**config.mk**
```make
export PLATFORM = sky130hd
export DESIGN_NAME = icache_dm_flat
export DESIGN_NICKNAME = d
export VERILOG_FILES = /design/src/rtl/icache_dm_if.sv /design/src/rtl/icache_dm.sv /design/src/flat_wrapper.sv
export SDC_FILE = /design/constraint.sdc
export NUM_CORES = 1
export LEC_CHECK = 0
export CAP_MARGIN = 10
export CELL_PAD_IN_SITES_DETAIL_PLACEMENT = 0
export CELL_PAD_IN_SITES_GLOBAL_PLACEMENT = 1
export CORE_MARGIN = 10
export CORE_UTILIZATION = 45
export DETAILED_ROUTE_END_ITERATION = 10
export PLACE_DENSITY_LB_ADDON = 0.1
export SLEW_MARGIN = 5
export SYNTH_ARGS = -nofsm -noshare
export SYNTH_HDL_FRONTEND = slang
export SYNTH_SLANG_ARGS = --single-unit
```
**constraint.sdc**
```tcl
create_clock -name CLK -period 16.3 [get_ports CLK]
set_input_delay 4.075 -clock CLK [delete_from_list [all_inputs] [get_ports CLK]]
set_output_delay 4.075 -clock CLK [all_outputs]
set_load 0.05 [all_outputs]
```
**src/rtl/icache_dm_if.sv**
```systemverilog
// icache_dm_if: CPU fetch port and block-memory port of the direct-mapped I-cache.
// Ports: PC/FLUSH in, INSTRUCTION/busywait out (CPU side); mem_read/mem_address out,
//        mem_readdata/mem_busywait in (memory side); hit_count/miss_count with ICACHE_STATS_EN.
// Modports: master = CPU + memory model, slave = cache.
interface icache_dm_if #(
  parameter int WORDS_PER_BLOCK = 4,
  parameter int ADDR_W          = 10
);
  localparam int OFF_W   = $clog2(WORDS_PER_BLOCK);
  localparam int MADDR_W = ADDR_W - OFF_W - 2;

  logic [31:0]                   PC;
  logic                          FLUSH;
  logic [31:0]                   INSTRUCTION;
  logic                          busywait;
  logic                          mem_read;
  logic [MADDR_W-1:0]            mem_address;
  logic [32*WORDS_PER_BLOCK-1:0] mem_readdata;
  logic                          mem_busywait;

`ifdef ICACHE_STATS_EN
  logic [31:0] hit_count;
  logic [31:0] miss_count;

  modport master (
    output PC, FLUSH, mem_readdata, mem_busywait,
    input  INSTRUCTION, busywait, mem_read, mem_address, hit_count, miss_count
  );
  modport slave (
    input  PC, FLUSH, mem_readdata, mem_busywait,
    output INSTRUCTION, busywait, mem_read, mem_address, hit_count, miss_count
  );
`else
  modport master (
    output PC, FLUSH, mem_readdata, mem_busywait,
    input  INSTRUCTION, busywait, mem_read, mem_address
  );
  modport slave (
    input  PC, FLUSH, mem_readdata, mem_busywait,
    output INSTRUCTION, busywait, mem_read, mem_address
  );
`endif
endinterface

```
**src/rtl/icache_dm.sv**
```systemverilog
// icache_dm: parametrised direct-mapped read-only instruction cache with flush.
// Latency: hit returns the word combinationally (0 cycles); miss stalls 1 + N fetch + 1 update cycles.
// Backpressure: busywait stalls the CPU while PC misses or a fill runs; memory stalls us via mem_busywait.
// Ports: CLK, RESET (async active-low), bus (icache_dm_if.slave).
// Optional macro ICACHE_STATS_EN adds saturating hit_count / miss_count outputs.
module icache_dm #(
  parameter int NUM_LINES       = 8,
  parameter int WORDS_PER_BLOCK = 4,
  parameter int ADDR_W          = 10
) (
  input  logic         CLK,
  input  logic         RESET,
  icache_dm_if.slave   bus
);
  localparam int IDX_W   = $clog2(NUM_LINES);
  localparam int OFF_W   = $clog2(WORDS_PER_BLOCK);
  localparam int TAG_W   = ADDR_W - IDX_W - OFF_W - 2;
  localparam int MADDR_W = ADDR_W - OFF_W - 2;
  localparam int BLK_W   = 32 * WORDS_PER_BLOCK;

  localparam logic [1:0] S_IDLE   = 2'd0;
  localparam logic [1:0] S_FETCH  = 2'd1;
  localparam logic [1:0] S_UPDATE = 2'd2;

  logic [1:0]           state;
  logic [NUM_LINES-1:0] valid;
  logic [TAG_W-1:0]     tag_mem  [NUM_LINES];
  logic [BLK_W-1:0]     data_mem [NUM_LINES];
  logic [MADDR_W-1:0]   maddr_q;
  logic [BLK_W-1:0]     fill_buf;
  logic                 flush_pend;

  // Address decode of the current PC; bits above ADDR_W alias away.
  logic [IDX_W-1:0]   idx;
  logic [TAG_W-1:0]   tag;
  logic [MADDR_W-1:0] pc_maddr;
  logic [31:0]        word_sel;
  logic [BLK_W-1:0]   line_blk;
  logic               hit;
  logic               unused_pc;

  assign idx       = bus.PC[OFF_W+2 +: IDX_W];
  assign tag       = bus.PC[ADDR_W-1 -: TAG_W];
  assign pc_maddr  = bus.PC[OFF_W+2 +: MADDR_W];
  // Arithmetic select keeps WORDS_PER_BLOCK == 1 (no offset field) legal.
  assign word_sel  = (bus.PC >> 2) & 32'(WORDS_PER_BLOCK - 1);
  assign line_blk  = data_mem[idx];
  assign unused_pc = ^bus.PC;

  assign hit = (state == S_IDLE) && valid[idx] && (tag_mem[idx] == tag);

  assign bus.INSTRUCTION = hit ? line_blk[word_sel*32 +: 32] : 32'd0;
  // Gated by RESET so the stall is released the moment reset is asserted.
  assign bus.busywait    = RESET ? !hit : 1'b0;
  assign bus.mem_read    = (state == S_FETCH);
  assign bus.mem_address = maddr_q;

  // Refill target comes from the latched block address, not the live PC.
  logic [IDX_W-1:0] fill_idx;
  logic [TAG_W-1:0] fill_tag;
  assign fill_idx = maddr_q[IDX_W-1:0];
  assign fill_tag = maddr_q[MADDR_W-1:IDX_W];

`ifdef ICACHE_STATS_EN
  logic [31:0] hit_cnt;
  logic [31:0] miss_cnt;
  assign bus.hit_count  = hit_cnt;
  assign bus.miss_count = miss_cnt;
`endif

  always_ff @(posedge CLK or negedge RESET) begin
    if (!RESET) begin
      state      <= S_IDLE;
      valid      <= '0;
      maddr_q    <= '0;
      fill_buf   <= '0;
      flush_pend <= 1'b0;
`ifdef ICACHE_STATS_EN
      hit_cnt    <= '0;
      miss_cnt   <= '0;
`endif
    end else begin
      case (state)
        S_IDLE: begin
          // A flush still lets this cycle's hit complete; only the valid bits clear.
          if (bus.FLUSH) valid <= '0;
          if (!hit) begin
            state   <= S_FETCH;
            maddr_q <= pc_maddr;
`ifdef ICACHE_STATS_EN
            if (miss_cnt != '1) miss_cnt <= miss_cnt + 32'd1;
          end else begin
            if (hit_cnt != '1) hit_cnt <= hit_cnt + 32'd1;
`endif
          end
        end
        S_FETCH: begin
          if (bus.FLUSH) flush_pend <= 1'b1;
          if (!bus.mem_busywait) begin
            fill_buf <= bus.mem_readdata;
            state    <= S_UPDATE;
          end
        end
        S_UPDATE: begin
          // A flush seen during the fill also kills the line just installed.
          if (flush_pend || bus.FLUSH) valid <= '0;
          else                         valid[fill_idx] <= 1'b1;
          flush_pend <= 1'b0;
          state      <= S_IDLE;
        end
        default: state <= S_IDLE;
      endcase
    end
  end

  // Tag/data arrays need no reset; the valid bits qualify them.
  always_ff @(posedge CLK) begin
    if (state == S_UPDATE) begin
      tag_mem[fill_idx]  <= fill_tag;
      data_mem[fill_idx] <= fill_buf;
    end
  end
endmodule
```
**src/flat_wrapper.sv**
```systemverilog
// flat-port wrapper written by rule: the top's interface ports become plain ports
module icache_dm_flat 
#(
  parameter int NUM_LINES       = 8,
  parameter int WORDS_PER_BLOCK = 4,
  parameter int ADDR_W          = 10
)
  (CLK, RESET, bus_PC, bus_FLUSH, bus_mem_readdata, bus_mem_busywait, bus_INSTRUCTION, bus_busywait, bus_mem_read, bus_mem_address);
  icache_dm_if #(.WORDS_PER_BLOCK(WORDS_PER_BLOCK), .ADDR_W(ADDR_W)) bus_i ();
  input  logic CLK;
  input  logic RESET;
  input wire logic [$bits(bus_i.PC)-1:0] bus_PC;
  input wire logic [$bits(bus_i.FLUSH)-1:0] bus_FLUSH;
  input wire logic [$bits(bus_i.mem_readdata)-1:0] bus_mem_readdata;
  input wire logic [$bits(bus_i.mem_busywait)-1:0] bus_mem_busywait;
  output wire logic [$bits(bus_i.INSTRUCTION)-1:0] bus_INSTRUCTION;
  output wire logic [$bits(bus_i.busywait)-1:0] bus_busywait;
  output wire logic [$bits(bus_i.mem_read)-1:0] bus_mem_read;
  output wire logic [$bits(bus_i.mem_address)-1:0] bus_mem_address;
  assign bus_i.PC = bus_PC;
  assign bus_i.FLUSH = bus_FLUSH;
  assign bus_i.mem_readdata = bus_mem_readdata;
  assign bus_i.mem_busywait = bus_mem_busywait;
  assign bus_INSTRUCTION = bus_i.INSTRUCTION;
  assign bus_busywait = bus_i.busywait;
  assign bus_mem_read = bus_i.mem_read;
  assign bus_mem_address = bus_i.mem_address;
  icache_dm #(.NUM_LINES(NUM_LINES), .WORDS_PER_BLOCK(WORDS_PER_BLOCK), .ADDR_W(ADDR_W)) u_core (.CLK(CLK), .RESET(RESET), .bus(bus_i));
endmodule
```
Word level (Yosys, flattened, before mapping)
Memories as Yosys holds them, arrays and structs flattened.
Cells that the tools add are included.

word-level totals
  bits in registers = 145
  latch bits = 0
  RAM bits = 1,048
  ROM bits = 0
  input bits = 164
  logic and storage cells = 50
  memories kept = 2

memories
  memory           depth  width  read ports  clocked after memory_dff  write ports  RTL line         RTL
  u_core.data_mem  8      128    1           0                         1            icache_dm.sv:28  logic [BLK_W-1:0] data_mem [NUM_LINES];
  u_core.tag_mem   8      3      1           0                         1            icache_dm.sv:27  logic [TAG_W-1:0] tag_mem [NUM_LINES];

cells by class
  $add $sub $neg = 0
  multipliers = 0
  divide/modulo/power cells = 0
  order comparisons = 3
  equality and inequality tests = 7
  shift-type cells = 1
  multiplexer cells = 16
  bitwise logic cells = 3
  reduce and logical (&&, ||, !) cells = 13

operators by type and width
  operator              number
  $shiftx A128 B8 Y32   1
  $mux W32              1
  $mux W8               2
  $pmux W8 S2           1
  $reduce_and A2 Y1     5
  $lt A3 B4 Y1 const B  2
  $ne A2 B2 Y1 const B  4
  $or A8 B8 Y8          1
  $mux W1               6
  $mux W2               2
  $pmux W2 S2           1
  $reduce_bool A2 Y1    2
  $bmux W1 S3           1
  $demux W1 S3          1
  $eq A3 B3 Y1          1
  $ge A3 B1 Y1 const B  1
  $logic_and A1 B1 Y1   3
  $eq A2 B1 Y1 const B  1
  $eq A2 B2 Y1 const B  1
  $logic_not A2 Y1      1
  $not A1 Y1            2
  $pmux W1 S2           1
  $logic_not A1 Y1      1
  $logic_or A1 B1 Y1    1

Logic depth before layout (Yosys ltp)
Gate-level depths: netlist of run 1.

  word-level depth = 7
  depth in mapped cells = 9
  mapped depth without buffers = 5

Worst setup path after synthesis of run 1
Ideal clock, no wire load.

  path type = reg-to-reg
  from = register u_core.maddr_q[2] (netlist: u_core.bus.mem_address[2])
  to = memory u_core.data_mem[0][0] in the netlist's numbering, enable pin
  arrival = 9.785 ns
  required time = 15.518 ns
  slack = 5.733 ns
  stages on the path, launching flop included = 3
  path buffers = 1
  period minus slack after synthesis = 10.567 ns
  cell sequence = dfrtp_1 -> clkbuf_1 -> nor3_1

RTL lines
  what                    RTL line         RTL
  from (decl)             icache_dm.sv:29  logic [MADDR_W-1:0] maddr_q;
  from (signal assigned)  icache_dm.sv:89  maddr_q <= pc_maddr;
  to (decl)               icache_dm.sv:28

No word-level cell before the write port.

Final worst setup path of run 1
  from = input bus_PC[6]
  to = output bus_INSTRUCTION[14]

on the way
  word-level cells in the longest chain between the ends = 5

ends and longest elaborated chain
  what                                                     RTL line            RTL
  from (decl)                                              flat_wrapper.sv:12  input wire logic [$bits(bus_i.PC)-1:0] bus_PC;
  branches (longest 4 deep; another with $mem_v2 Z8 W128)  n/a
  $mux W32 (*)                                             icache_dm.sv:52     assign bus.INSTRUCTION = hit ? line_blk[word_sel*32 +: 32] : 32'd0;
  to (decl)                                                flat_wrapper.sv:16  output wire logic [$bits(bus_i.INSTRUCTION)-1:0] bus_INSTRUCTION;

Every way passes the cells marked *. The select of a mux whose other input is x is not followed.

==> insert_results.sql, run 1 <==
INSERT INTO impl_metrics (metric_group, metric, value, unit) VALUES
('run_status', 'status', 'finished clean', ''),
('finish', 'layout_common_cells', '1048 x sky130_fd_sc_hd__edfxtp_1, 294 x sky130_fd_sc_hd__mux4_2, 173 x sky130_fd_sc_hd__clkdlybuf4s50_1', ''),
('finish', 'antenna_diode_count', '0', ''),
('finish', 'fillCellCount', '7751', ''),
('synth', 'number_of_flops_mapped_to_enable_cells_by_yosys', '1048', ''),
('finish', 'layout_commonest_cell', 'sky130_fd_sc_hd__edfxtp_1', ''),
('timing', 'rsz0062_at_grt', 'false', ''),
('finish', 'multiInputGateArea', '9920', 'sq um'),
('drt', 'detailroute.via_count', '20800', ''),
('critical_path', 'cp_slowest_cell', 'sky130_fd_sc_hd__clkdlybuf4s50_1', ''),
('timing', 'hold_viol_final', '0', ''),
('run', 'max_cap_viol_count', '0', ''),
('cts', 'cts_htree_levels', '3', ''),
('drt', 'drc', '0', ''),
('timing', 'layout_worst_path_cycle_share', '0.741', ''),
('cts', 'clock_path_buffers', '3', ''),
('global_routing', 'grt_antenna_before_repair', '0', ''),
('critical_path', 'critical-path-top-delay-family', 'buffers and inverters', ''),
('synth', 'cell_area_after_synthesis', '45500', 'sq um'),
('critical_path', 'worst-setup-path-type', 'in -> out', ''),
('finish', 'final_nets', '2381', ''),
('cts', 'postCtsSetupRepairBufs', '0', ''),
('cts', 'cts.sinks', '1193', ''),
('timing', 'finalCriticalPeriod', '12.09', 'ns'),
('cts', 'tritoncts_clock_tree', 'yes', ''),
('global_routing', 'top_usage_layer', 'met2', ''),
('critical_path', 'crit_buf_inv', '4', ''),
('power', 'power_density', '139', 'nW/um^2'),
('critical_path', 'critical_path_required', '12.23', 'ns'),
('critical_path', 'crit_path_cell_trace', 'buf_6 > buf_12 > mux4_2 > xor2_1 > nand4_1 > buf_4 > a21oi_1 > clkdlybuf4s50_1', ''),
('die', 'die_height', '338', 'um'),
('cts', 'postCtsHoldBufs', '0', ''),
('drt', 'post_drt_wl_per_cell', '27.7', 'um'),
('die', 'num_io_pins', '204', ''),
('timing', 'max_slew_margin', '0.284', ''),
('global_routing', 'number_of_global_route_vias_before_repair', '22500', ''),
('cts', 'cts-buffers-inserted', '120', ''),
('global_routing', 'groute.usage.overall', '0.177', ''),
('timing', 'fmax', '82.7', 'MHz'),
('hold_path', 'hold_path.class', 'reg -> reg', ''),
('synth', 'synth_area_per_cell', '22.9', 'sq um'),
('timing', 'final-max-slew-violation-count', '0', ''),
('cts', 'clk_latency', '0.71', 'ns'),
('global_routing', 'grt_util_met1', '0.249', ''),
('critical_path', 'critical_path.endpoint_type', 'output pin', ''),
('synth', 'ys.warnings.count', '0', ''),
('timing', 'finClkSkew', '0.0282', 'ns'),
('cts', 'root_buffer_master', 'sky130_fd_sc_hd__clkbuf_16', ''),
('synth', 'ff_latch_count_synth', '1193', ''),
('synth', 'dominantRegCellSynth', 'sky130_fd_sc_hd__edfxtp_1', ''),
('synth', 'synth.distinct_cells', '28', ''),
('die', 'die_area', '114000', 'sq um'),
('critical_path', 'critical_path.max_fanout', '101', ''),
('synth', 'synth.yosys.seq_area_share', '0.771', ''),
('cts', 'reg_clk_slew_reported_paths', '0.06', 'ns'),
('synth', 'netlist_instances', '1989', ''),
('die', 'core_area', '100000', 'sq um'),
('timing', 'final-setup-viol-count', '0', ''),
('synth', 'yosysTopAreaCell', 'sky130_fd_sc_hd__edfxtp_1', ''),
('power', 'power_leakage', '0.0171', 'uW'),
('placement', 'place.detailed.instances', '3452', ''),
('die', 'rows', '116', ''),
('critical_path', 'crit_path_start_kind', 'input port', ''),
('die', 'die-width', '338', 'um'),
('timing', 'finalHoldWorstSlack', '0.495', 'ns'),
('finish', 'regArea', '35100', 'sq um'),
('drt', 'drt_pre_antenna_iters', '5', ''),
('timing', 'totalNegativeSetupSlack', '0', 'ns'),
('finish', 'drive_gt1_frac', '0.288', ''),
('synth', 'syn_nets', '2153', ''),
('global_routing', 'total_overflow_reported_by_the_global_router', '0', '');
==> cells by family after synthesis <==
logic type	after synthesis	synth area share
compound gates	107	0.0166
simple gates	101	0.0109
flops	1193	0.771
buf+inv	112	0.0127
xor+xnor	3	0.000577
mux	473	0.188
==> power by group <==
| part | total, uW | internal, uW | leakage [uW] | switching, uW |
|---|---|---|---|---|
| Sequential | 4070 | 3780 | 0.0111 | 284 |
| Clock | 2750 | 1620 | 0.00196 | 1130 |
| Combinational | 510 | 253 | 0.00401 | 257 |
==> worst paths after layout <==
check                                                  from                                end  slack [ns]  cells past startpoint
worst max-delay path                              bus_PC[6]                bus_INSTRUCTION[14]        4.21                      8
worst min-delay path            u_core.valid[2]$_DFFE_PN0P_        u_core.valid[2]$_DFFE_PN0P_        0.49                      2
worst max register to register  u_core.state[1]$_DFFE_PN0P_  u_core.data_mem[0][103]$_DFFE_PP_       12.50                      6
worst min register to register  u_core.valid[2]$_DFFE_PN0P_        u_core.valid[2]$_DFFE_PN0P_        0.49                      2
max in group asynchronous                             RESET    u_core.fill_buf[88]$_DFFE_PN0P_       11.44                      3
min in group asynchronous                             RESET    u_core.fill_buf[10]$_DFFE_PN0P_        3.26                      1
==> flip-flops by register name (all words and copies together) (netlist names) <==
signal                  flops
u_core.data_mem          1024
u_core.fill_buf           128
u_core.tag_mem             24
u_core.valid                8
u_core.bus.mem_address      6
u_core.state                2
u_core.flush_pend           1
==> tightest hold or removal path, cell delays in order, from the launching register on <==
cell	delay (ns)
sky130_fd_sc_hd__dfrtp_1	0.34
sky130_fd_sc_hd__a21oi_1	0.04
sky130_fd_sc_hd__nor2_1	0.07
==> cells in the mapped netlist (3+ instances only) <==
library cell	count
sky130_fd_sc_hd__nand2_1	35
sky130_fd_sc_hd__mux2_2	135
sky130_fd_sc_hd__mux4_2	294
sky130_fd_sc_hd__nand2b_1	3
sky130_fd_sc_hd__buf_1	5
sky130_fd_sc_hd__buf_4	17
sky130_fd_sc_hd__buf_6	8
sky130_fd_sc_hd__mux2i_1	44
sky130_fd_sc_hd__a21oi_1	40
sky130_fd_sc_hd__nor2b_1	36
sky130_fd_sc_hd__dfrtp_1	145
sky130_fd_sc_hd__a211oi_1	31
sky130_fd_sc_hd__buf_2	29
sky130_fd_sc_hd__nor2_1	18
sky130_fd_sc_hd__a211o_1	31
sky130_fd_sc_hd__edfxtp_1	1048
sky130_fd_sc_hd__xor2_1	3
sky130_fd_sc_hd__nor3_1	3
sky130_fd_sc_hd__clkbuf_1	52
==> area by class of cell <==
type	instances	share of cell area
clock buffer	171	0.0650
clock inverter	56	0.0111
tap	1357	0.0321
timing repair buffer	217	0.0404
multi-input combinational	684	0.188
sequential	1193	0.664
inverter	1	0.0000710
==> stage by stage <==
stage	power [uW]	setup WS (ns)	utilization	area, sq um
6_report	7330	4.21	0.527	52900
5_1_grt	7610	3.92	0.527	52900
4_1_cts	7410	4.12	0.527	52900
3_5_place_dp	4650	4.12	0.487	48900
3_3_place_gp	4610	4.13	0.487	48900
2_1_floorplan	4380	5.73	-	45500
==> per-layer routing <==
layer | routed length [um] | vias up
met5 | 0 | -
met4 | 1870 | 0
met3 | 5100 | 119
met2 | 50100 | 508
met1 | 44800 | 11300
li1 | - | 8808
(Power assumes the default switching activity.)
==> inputs of run 2 (changes only) <==
clock period = 10.9 ns   (was 16.3 ns; I/O delays follow)
==> run 2 against run 1 <==
  * Critical path depth decreased by 1
  * Final cell count increased by 0.38%
  * Final area increased by 0.32%
  * Clock skew decreased by 0.010 ns
  * Largest cell class unchanged
==> insert_results.sql, run 2 (synthesized netlist as in run 1, its figures left out) <==
INSERT INTO impl_metrics (metric_group, metric, value, unit) VALUES
('finish', 'biggestRegsByFlops', 'u_core.data_mem: 1024 flops, u_core.fill_buf: 128 flops, u_core.tag_mem: 24 flops', ''),
('finish', 'largest_register_ff_count', '1024', ''),
('timing', 'max_slew_margin', '0.254', ''),
('placement', 'place.detailed.instances', '3455', ''),
('power', 'power_switching_share', '0.228', ''),
('timing', 'finalCriticalPeriod', '9.04', 'ns'),
('global_routing', 'total_overflow_reported_by_the_global_router', '0', ''),
('critical_path', 'critical_path_required', '8.18', 'ns'),
('finish', 'layout_commonest_cell', 'sky130_fd_sc_hd__edfxtp_1', ''),
('cts', 'postCtsResizedCells', '0', ''),
('placement', 'gp_congestion', '0.689', ''),
('timing', 'final-max-slew-violation-count', '0', ''),
('global_routing', 'global_route_wire_length_before_repair', '153000', 'um'),
('power', 'power_share_of_the_combinational_group', '0.069', ''),
('critical_path', 'critical_path.max_fanout', '69', ''),
('critical_path', 'worstPathArrival', '6.31', 'ns'),
('drt', 'post_drt_wl_per_cell', '27.8', 'um'),
('drt', 'drc', '0', ''),
('critical_path', 'crit_buf_inv', '3', ''),
('placement', 'hpwl', '55100', 'um'),
('hold_path', 'hold_path.class', 'reg -> reg', ''),
('finish', 'antenna_diode_count', '0', ''),
('timing', 'worst_slew_pin_slew', '1.12', 'ns'),
('drt', 'drt_iter0_markers', '1554', ''),
('cts', 'cts.sinks', '1193', ''),
('critical_path', 'worst-setup-path-type', 'in -> out', ''),
('cts', 'reg_clk_slew_reported_paths', '0.06', 'ns'),
('power', 'internal_power', '8560', 'uW'),
('run_status', 'status', 'finished clean', ''),
('power', 'clkPwrFrac', '0.382', ''),
('die', 'num_io_pins', '204', ''),
('finish', 'drive_gt1_frac', '0.285', ''),
('timing', 'fmax', '111', 'MHz'),
('die', 'die-width', '338', 'um'),
('die', 'die_height', '338', 'um'),
('die', 'rows', '116', ''),
('power', 'power_leakage', '0.0172', 'uW'),
('cts', 'clock_path_buffers', '3', ''),
('timing', 'totalNegativeSetupSlack', '0', 'ns'),
('power', 'net-switching-power', '2520', 'uW'),
('global_routing', 'groute.usage.overall', '0.180', ''),
('finish', 'layout_common_cells', '1048 x sky130_fd_sc_hd__edfxtp_1, 294 x sky130_fd_sc_hd__mux4_2, 173 x sky130_fd_sc_hd__clkdlybuf4s50_1', ''),
('run', 'max_cap_viol_count', '0', ''),
('critical_path', 'stage_delay_of_the_slowest_cell_on_the_critical_path', '0.73', 'ns'),
('power', 'vdd.ir_drop.worst', '102', 'uV'),
('critical_path', 'cp_slowest_cell', 'sky130_fd_sc_hd__clkdlybuf4s50_1', ''),
('cts', 'cts_htree_levels', '4', ''),
('die', 'core_area', '100000', 'sq um'),
('cts', 'clk_latency', '0.72', 'ns'),
('finish', 'area_delta_synth_final', '16.5', '%'),
('critical_path', 'crit_path_cell_trace', 'buf_8 > buf_12 > mux4_2 > mux4_2 > nand2_1 > a21oi_1 > clkdlybuf4s50_1', ''),
('critical_path', 'critical_path.endpoint_type', 'output pin', ''),
('finish', 'final_cell_count_no_fill', '3693', ''),
('drt', 'drt_pre_antenna_iters', '5', ''),
('critical_path', 'critical-path-top-delay-family', 'buffers and inverters', ''),
('timing', 'final_ws_setup', '1.86', 'ns'),
('timing', 'hold_viol_final', '0', ''),
('placement', 'io_buffer_count', '179', ''),
('cts', 'postCtsSetupRepairBufs', '0', ''),
('drt', 'routed_wl', '103000', 'um'),
('finish', 'registers.top_by_ff_count', 'u_core.data_mem', ''),
('power', 'power.total', '11100', 'uW'),
('timing', 'layout_worst_path_cycle_share', '0.829', ''),
('die', 'starting_density_of_the_core', '0.454', ''),
('cts', 'postCtsHoldBufs', '0', ''),
('drt', 'antenna_violating_nets_post_route', '0', ''),
('timing', 'rsz0062_at_grt', 'false', ''),
('global_routing', 'grt_antenna_before_repair', '3', ''),
('drt', 'detailroute.via_count', '20800', ''),
('timing', 'finalHoldWorstSlack', '0.501', 'ns'),
('cts', 'cts-buffers-inserted', '131', ''),
('die', 'die_area', '114000', 'sq um'),
('timing', 'finClkSkew', '0.0183', 'ns'),
('drt', 'viasPerCell', '5.63', ''),
('global_routing', 'grt_start_max_net_pins', '107', ''),
('power', 'power.sequential.fraction', '0.549', ''),
('cts', 'root_buffer_master', 'sky130_fd_sc_hd__clkbuf_16', ''),
('critical_path', 'crit_path_start_kind', 'input port', ''),
('global_routing', 'number_of_global_route_vias_before_repair', '22500', ''),
('finish', 'final_nets', '2395', ''),
('critical_path', 'critPathMostFrequentCell', 'sky130_fd_sc_hd__mux4_2', ''),
('cts', 'tritoncts_clock_tree', 'yes', ''),
('placement', 'pre_cts_slack', '1.81', 'ns'),
('timing', 'final-setup-viol-count', '0', ''),
('power', 'power_density', '209', 'nW/um^2');
run 2: cell count changes in the layout (fill, tap and decap cells not counted):
cell,delta
sky130_fd_sc_hd__buf_12,+3
sky130_fd_sc_hd__clkinv_2,-3
sky130_fd_sc_hd__clkbuf_1,+21
sky130_fd_sc_hd__clkbuf_16,+17
sky130_fd_sc_hd__bufinv_16,-5
sky130_fd_sc_hd__clkinvlp_4,-5
sky130_fd_sc_hd__clkinv_8,-2
sky130_fd_sc_hd__clkinv_16,-1
sky130_fd_sc_hd__inv_8,+1
sky130_fd_sc_hd__clkbuf_8,-10
sky130_fd_sc_hd__inv_6,+1
sky130_fd_sc_hd__clkinv_1,-3
run 2: power groups by stage:
| stage | registers (uW) | clock network [uW] | logic (uW) |
|---|---|---|---|
| after CTS | 6090 | 4340 | 787 |
| after detailed placement | 6180 | 0 | 784 |
| after global placement | 6120 | 0 | 775 |
| after floorplan | 6050 | 0 | 501 |
| final | 6090 | 4230 | 767 |
| after global routing | 6160 | 4520 | 827 |
run 2: metrics by stage:
stage	utilization	area, sq um
final	0.529	53000
after global routing	0.529	53000
after CTS	0.529	53000
after detailed placement	0.488	48900
after global placement	0.488	48900
after floorplan	-	45500
run 2: worst paths after layout:
check	to	slack, ns	depth (start not counted)	startpoint
setup / recovery	bus_INSTRUCTION[15]	1.86	7	bus_PC[4]
hold / removal	u_core.valid[5]$_DFFE_PN0P_	0.50	2	u_core.valid[5]$_DFFE_PN0P_
setup reg to reg	u_core.data_mem[1][57]$_DFFE_PP_	6.97	6	u_core.state[1]$_DFFE_PN0P_
hold reg to reg	u_core.valid[5]$_DFFE_PN0P_	0.50	2	u_core.valid[5]$_DFFE_PN0P_
max in group asynchronous	u_core.fill_buf[120]$_DFFE_PN0P_	7.18	3	RESET
min in group asynchronous	u_core.fill_buf[12]$_DFFE_PN0P_	1.88	1	RESET
run 2: tightest hold or removal path: stages, from the launching register on:
cell	delay, ns
sky130_fd_sc_hd__dfrtp_1	0.35
sky130_fd_sc_hd__a31oi_1	0.04
sky130_fd_sc_hd__nor2_1	0.07
run 2: metal layers:
layer	vias up	part of all wire	global-route usage
li1	8827	-	-
met4	0	0.017	0.0459
met3	126	0.048	0.0329
met1	11300	0.44	0.252
met2	513	0.49	0.289
met5	-	0	0
run 2: layout make-up:
class | instances | area, sq um
flip-flops and latches | 1193 | 35100
multi-input cells | 684 | 9920
fillers | 7794 | 47200
repair buffers | 220 | 2190
clock inverters | 39 | 328
clock buffers | 199 | 3800
inverters | 1 | 3.75
well taps | 1357 | 1700
==> inputs of run 3 (changes only) <==
clock period = 8.9 ns   (was 10.9 ns; I/O delays follow)
==> run 3 against run 2 <==
  * Routed wire length shrank 1.1%
  * Clock skew grew 0.0019 ns
  * Critical path depth is the same
  * Non-clock buffer count shrank 5
  * Sequential power grew 22%
  * First-iteration DRC count grew 11%
  * Critical path type unchanged
  * Highest routed layer unchanged
==> insert_results.sql, run 3 (synthesized netlist as in run 1, its figures left out) <==
INSERT INTO impl_metrics (metric_group, metric, value, unit) VALUES
('run_status', 'status', 'finished clean', ''),
('timing', 'totalNegativeSetupSlack', '0', 'ns'),
('placement', 'io_buffer_count', '179', ''),
('finish', 'biggestRegsByFlops', 'u_core.data_mem: 1024 flops, u_core.fill_buf: 128 flops, u_core.tag_mem: 24 flops', ''),
('critical_path', 'critPathLaunch', 'bus_PC[5]', ''),
('cts', 'clock_path_buffers', '3', ''),
('drt', 'drt_pre_antenna_iters', '5', ''),
('global_routing', 'groute.usage.overall', '0.178', ''),
('timing', 'fmax', '131', 'MHz'),
('finish', 'layout_commonest_cell', 'sky130_fd_sc_hd__edfxtp_1', ''),
('power', 'power_density', '256', 'nW/um^2'),
('timing', 'final-max-slew-violation-count', '0', ''),
('hold_path', 'whs_endpoint', 'u_core.valid[7]$_DFFE_PN0P_', ''),
('hold_path', 'hold_path.class', 'reg -> reg', ''),
('cts', 'root_buffer_master', 'sky130_fd_sc_hd__clkbuf_16', ''),
('timing', 'worst_slew_pin_slew', '1.10', 'ns'),
('drt', 'viasPerCell', '5.63', ''),
('cts', 'tritoncts_clock_tree', 'yes', ''),
('die', 'rows', '116', ''),
('drt', 'drc', '0', ''),
('power', 'power_leakage', '0.0172', 'uW'),
('run', 'max_cap_viol_count', '0', ''),
('global_routing', 'global_route_wire_length_before_repair', '152000', 'um'),
('cts', 'reg_clk_slew_reported_paths', '0.05', 'ns'),
('finish', 'registers.top_by_ff_count', 'u_core.data_mem', ''),
('cts', 'postCtsResizedCells', '0', ''),
('finish', 'multiInputGateArea', '9920', 'sq um'),
('hold_path', 'hold_path_start', 'u_core.valid[7]$_DFFE_PN0P_', ''),
('timing', 'rsz0062_at_grt', 'false', ''),
('critical_path', 'crit_path_start_kind', 'input port', ''),
('drt', 'detailroute.via_count', '20700', ''),
('critical_path', 'critical_path.endpoint_type', 'output pin', ''),
('finish', 'drive_gt1_frac', '0.287', ''),
('finish', 'largest_register_ff_count', '1024', ''),
('drt', 'post_drt_wl_per_cell', '27.6', 'um'),
('die', 'core_area', '100000', 'sq um'),
('critical_path', 'reg2regPathDepth', '5', ''),
('timing', 'finalCriticalPeriod', '7.63', 'ns'),
('timing', 'layout_worst_path_cycle_share', '0.858', ''),
('placement', 'gp_congestion', '0.702', ''),
('hold_path', 'worst_hold_stages', '2', ''),
('critical_path', 'r2r_end', 'u_core.data_mem[6][88]$_DFFE_PP_', ''),
('drt', 'routed_wl', '102000', 'um'),
('placement', 'pre_cts_slack', '1.22', 'ns'),
('finish', 'regArea', '35100', 'sq um'),
('die', 'starting_density_of_the_core', '0.454', ''),
('critical_path', 'worst-r2r-setup-slack', '5.23', 'ns'),
('critical_path', 'critical_path.max_fanout', '51', ''),
('timing', 'finClkSkew', '0.0202', 'ns'),
('timing', 'hold_viol_final', '0', ''),
('critical_path', 'worst-setup-path-type', 'in -> out', ''),
('die', 'die_area', '114000', 'sq um'),
('timing', 'final-setup-viol-count', '0', ''),
('finish', 'area_delta_synth_final', '16.7', '%'),
('placement', 'hpwl', '52600', 'um'),
('global_routing', 'grt_start_max_net_pins', '118', ''),
('placement', 'detailed_place.area', '49000', 'sq um'),
('timing', 'final_ws_setup', '1.27', 'ns'),
('drt', 'drt_iter0_markers', '1730', ''),
('die', 'num_io_pins', '204', ''),
('global_routing', 'number_of_global_route_vias_before_repair', '22500', ''),
('cts', 'cts.sinks', '1193', ''),
('drt', 'antenna_violating_nets_post_route', '0', ''),
('global_routing', 'grt_antenna_before_repair', '1', ''),
('power', 'vdd.ir_drop.worst', '135', 'uV'),
('cts', 'cts-buffers-inserted', '130', ''),
('finish', 'fillCellCount', '7771', ''),
('cts', 'postCtsHoldBufs', '0', ''),
('cts', 'cts_htree_levels', '4', ''),
('critical_path', 'worstPathArrival', '5.41', 'ns'),
('cts', 'postCtsSetupRepairBufs', '0', ''),
('global_routing', 'total_overflow_reported_by_the_global_router', '0', ''),
('finish', 'layout_common_cells', '1048 x sky130_fd_sc_hd__edfxtp_1, 294 x sky130_fd_sc_hd__mux4_2, 166 x sky130_fd_sc_hd__clkdlybuf4s50_1', ''),
('finish', 'layout.cell_area.non_filler', '53100', 'sq um'),
('finish', 'antenna_diode_count', '0', ''),
('critical_path', 'critical_path_required', '6.68', 'ns'),
('timing', 'max_slew_margin', '0.266', ''),
('die', 'die_height', '338', 'um'),
('cts', 'clk_latency', '0.70', 'ns'),
('critical_path', 'rr_startpoint', 'u_core.state[1]$_DFFE_PN0P_', ''),
('die', 'die-width', '338', 'um'),
('finish', 'final_nets', '2389', '');
==> run 3: cell count changes in the layout (fill, tap and decap cells not counted), moves of 2 or more <==
cell / previous run / this run
sky130_fd_sc_hd__clkdlybuf4s50_1: 173 / 166
sky130_fd_sc_hd__clkbuf_1: 50 / 43
sky130_fd_sc_hd__inv_6: 3 / 1
sky130_fd_sc_hd__buf_4: 36 / 28
sky130_fd_sc_hd__clkinv_1: 10 / 12
sky130_fd_sc_hd__buf_12: 7 / 17
sky130_fd_sc_hd__clkinvlp_4: 1 / 3
==> run 3: layout make-up <==
class,instances,area share
inverters,1,0.0000706
repair buffers,215,0.0426
multi-input cells,684,0.187
clock inverters,43,0.00702
clock buffers,192,0.0713
well taps,1357,0.0319
flip-flops and latches,1193,0.660
==> run 3: per-layer routing <==
metal / wire (um) / GRT usage / share of wire
met3: 4500 / 0.0310 / 0.044
met5: 0 / 0 / 0
met2: 49600 / 0.284 / 0.49
met1: 45600 / 0.251 / 0.45
met4: 1840 / 0.0482 / 0.018
==> run 3: worst max-delay path, stage by stage <==
cell	delay [ns]
sky130_fd_sc_hd__buf_8	0.42
sky130_fd_sc_hd__mux4_2	0.58
sky130_fd_sc_hd__xor2_1	0.36
sky130_fd_sc_hd__nand4_1	0.23
sky130_fd_sc_hd__buf_12	0.24
sky130_fd_sc_hd__a21oi_1	0.40
sky130_fd_sc_hd__clkdlybuf4s50_1	0.90
==> run 3: worst max path at each step <==
stage          slack [ns]                              end  cells past startpoint
5_1_grt              1.13              bus_INSTRUCTION[18]                      7
6_report             1.27               bus_INSTRUCTION[1]                      7
3_5_place_dp         1.22               bus_INSTRUCTION[1]                      7
4_1_cts              1.23               bus_INSTRUCTION[1]                      7
2_1_floorplan       -1.67  u_core.data_mem[0][0]$_DFFE_PP_                      2
3_3_place_gp         1.25               bus_INSTRUCTION[1]                      7
==> run 3: through the flow <==
stage / hold WS [ns] / cells / util / total power, uW
4_1_cts: 0.497 / 3685 / 0.530 / 13700
5_1_grt: 0.519 / 3685 / 0.530 / 14100
3_5_place_dp: 0.485 / 3450 / 0.488 / 8530
6_report: 0.494 / 3685 / 0.530 / 13600
2_1_floorplan: 0.457 / 1989 / - / 8030
3_3_place_gp: 0.476 / 3450 / 0.488 / 8440
==> run 3: power breakdown <==
group | switching (uW) | internal [uW]
registers | 522 | 6930
clock network | 2080 | 3120
logic | 473 | 468
total | 3080 | 10500
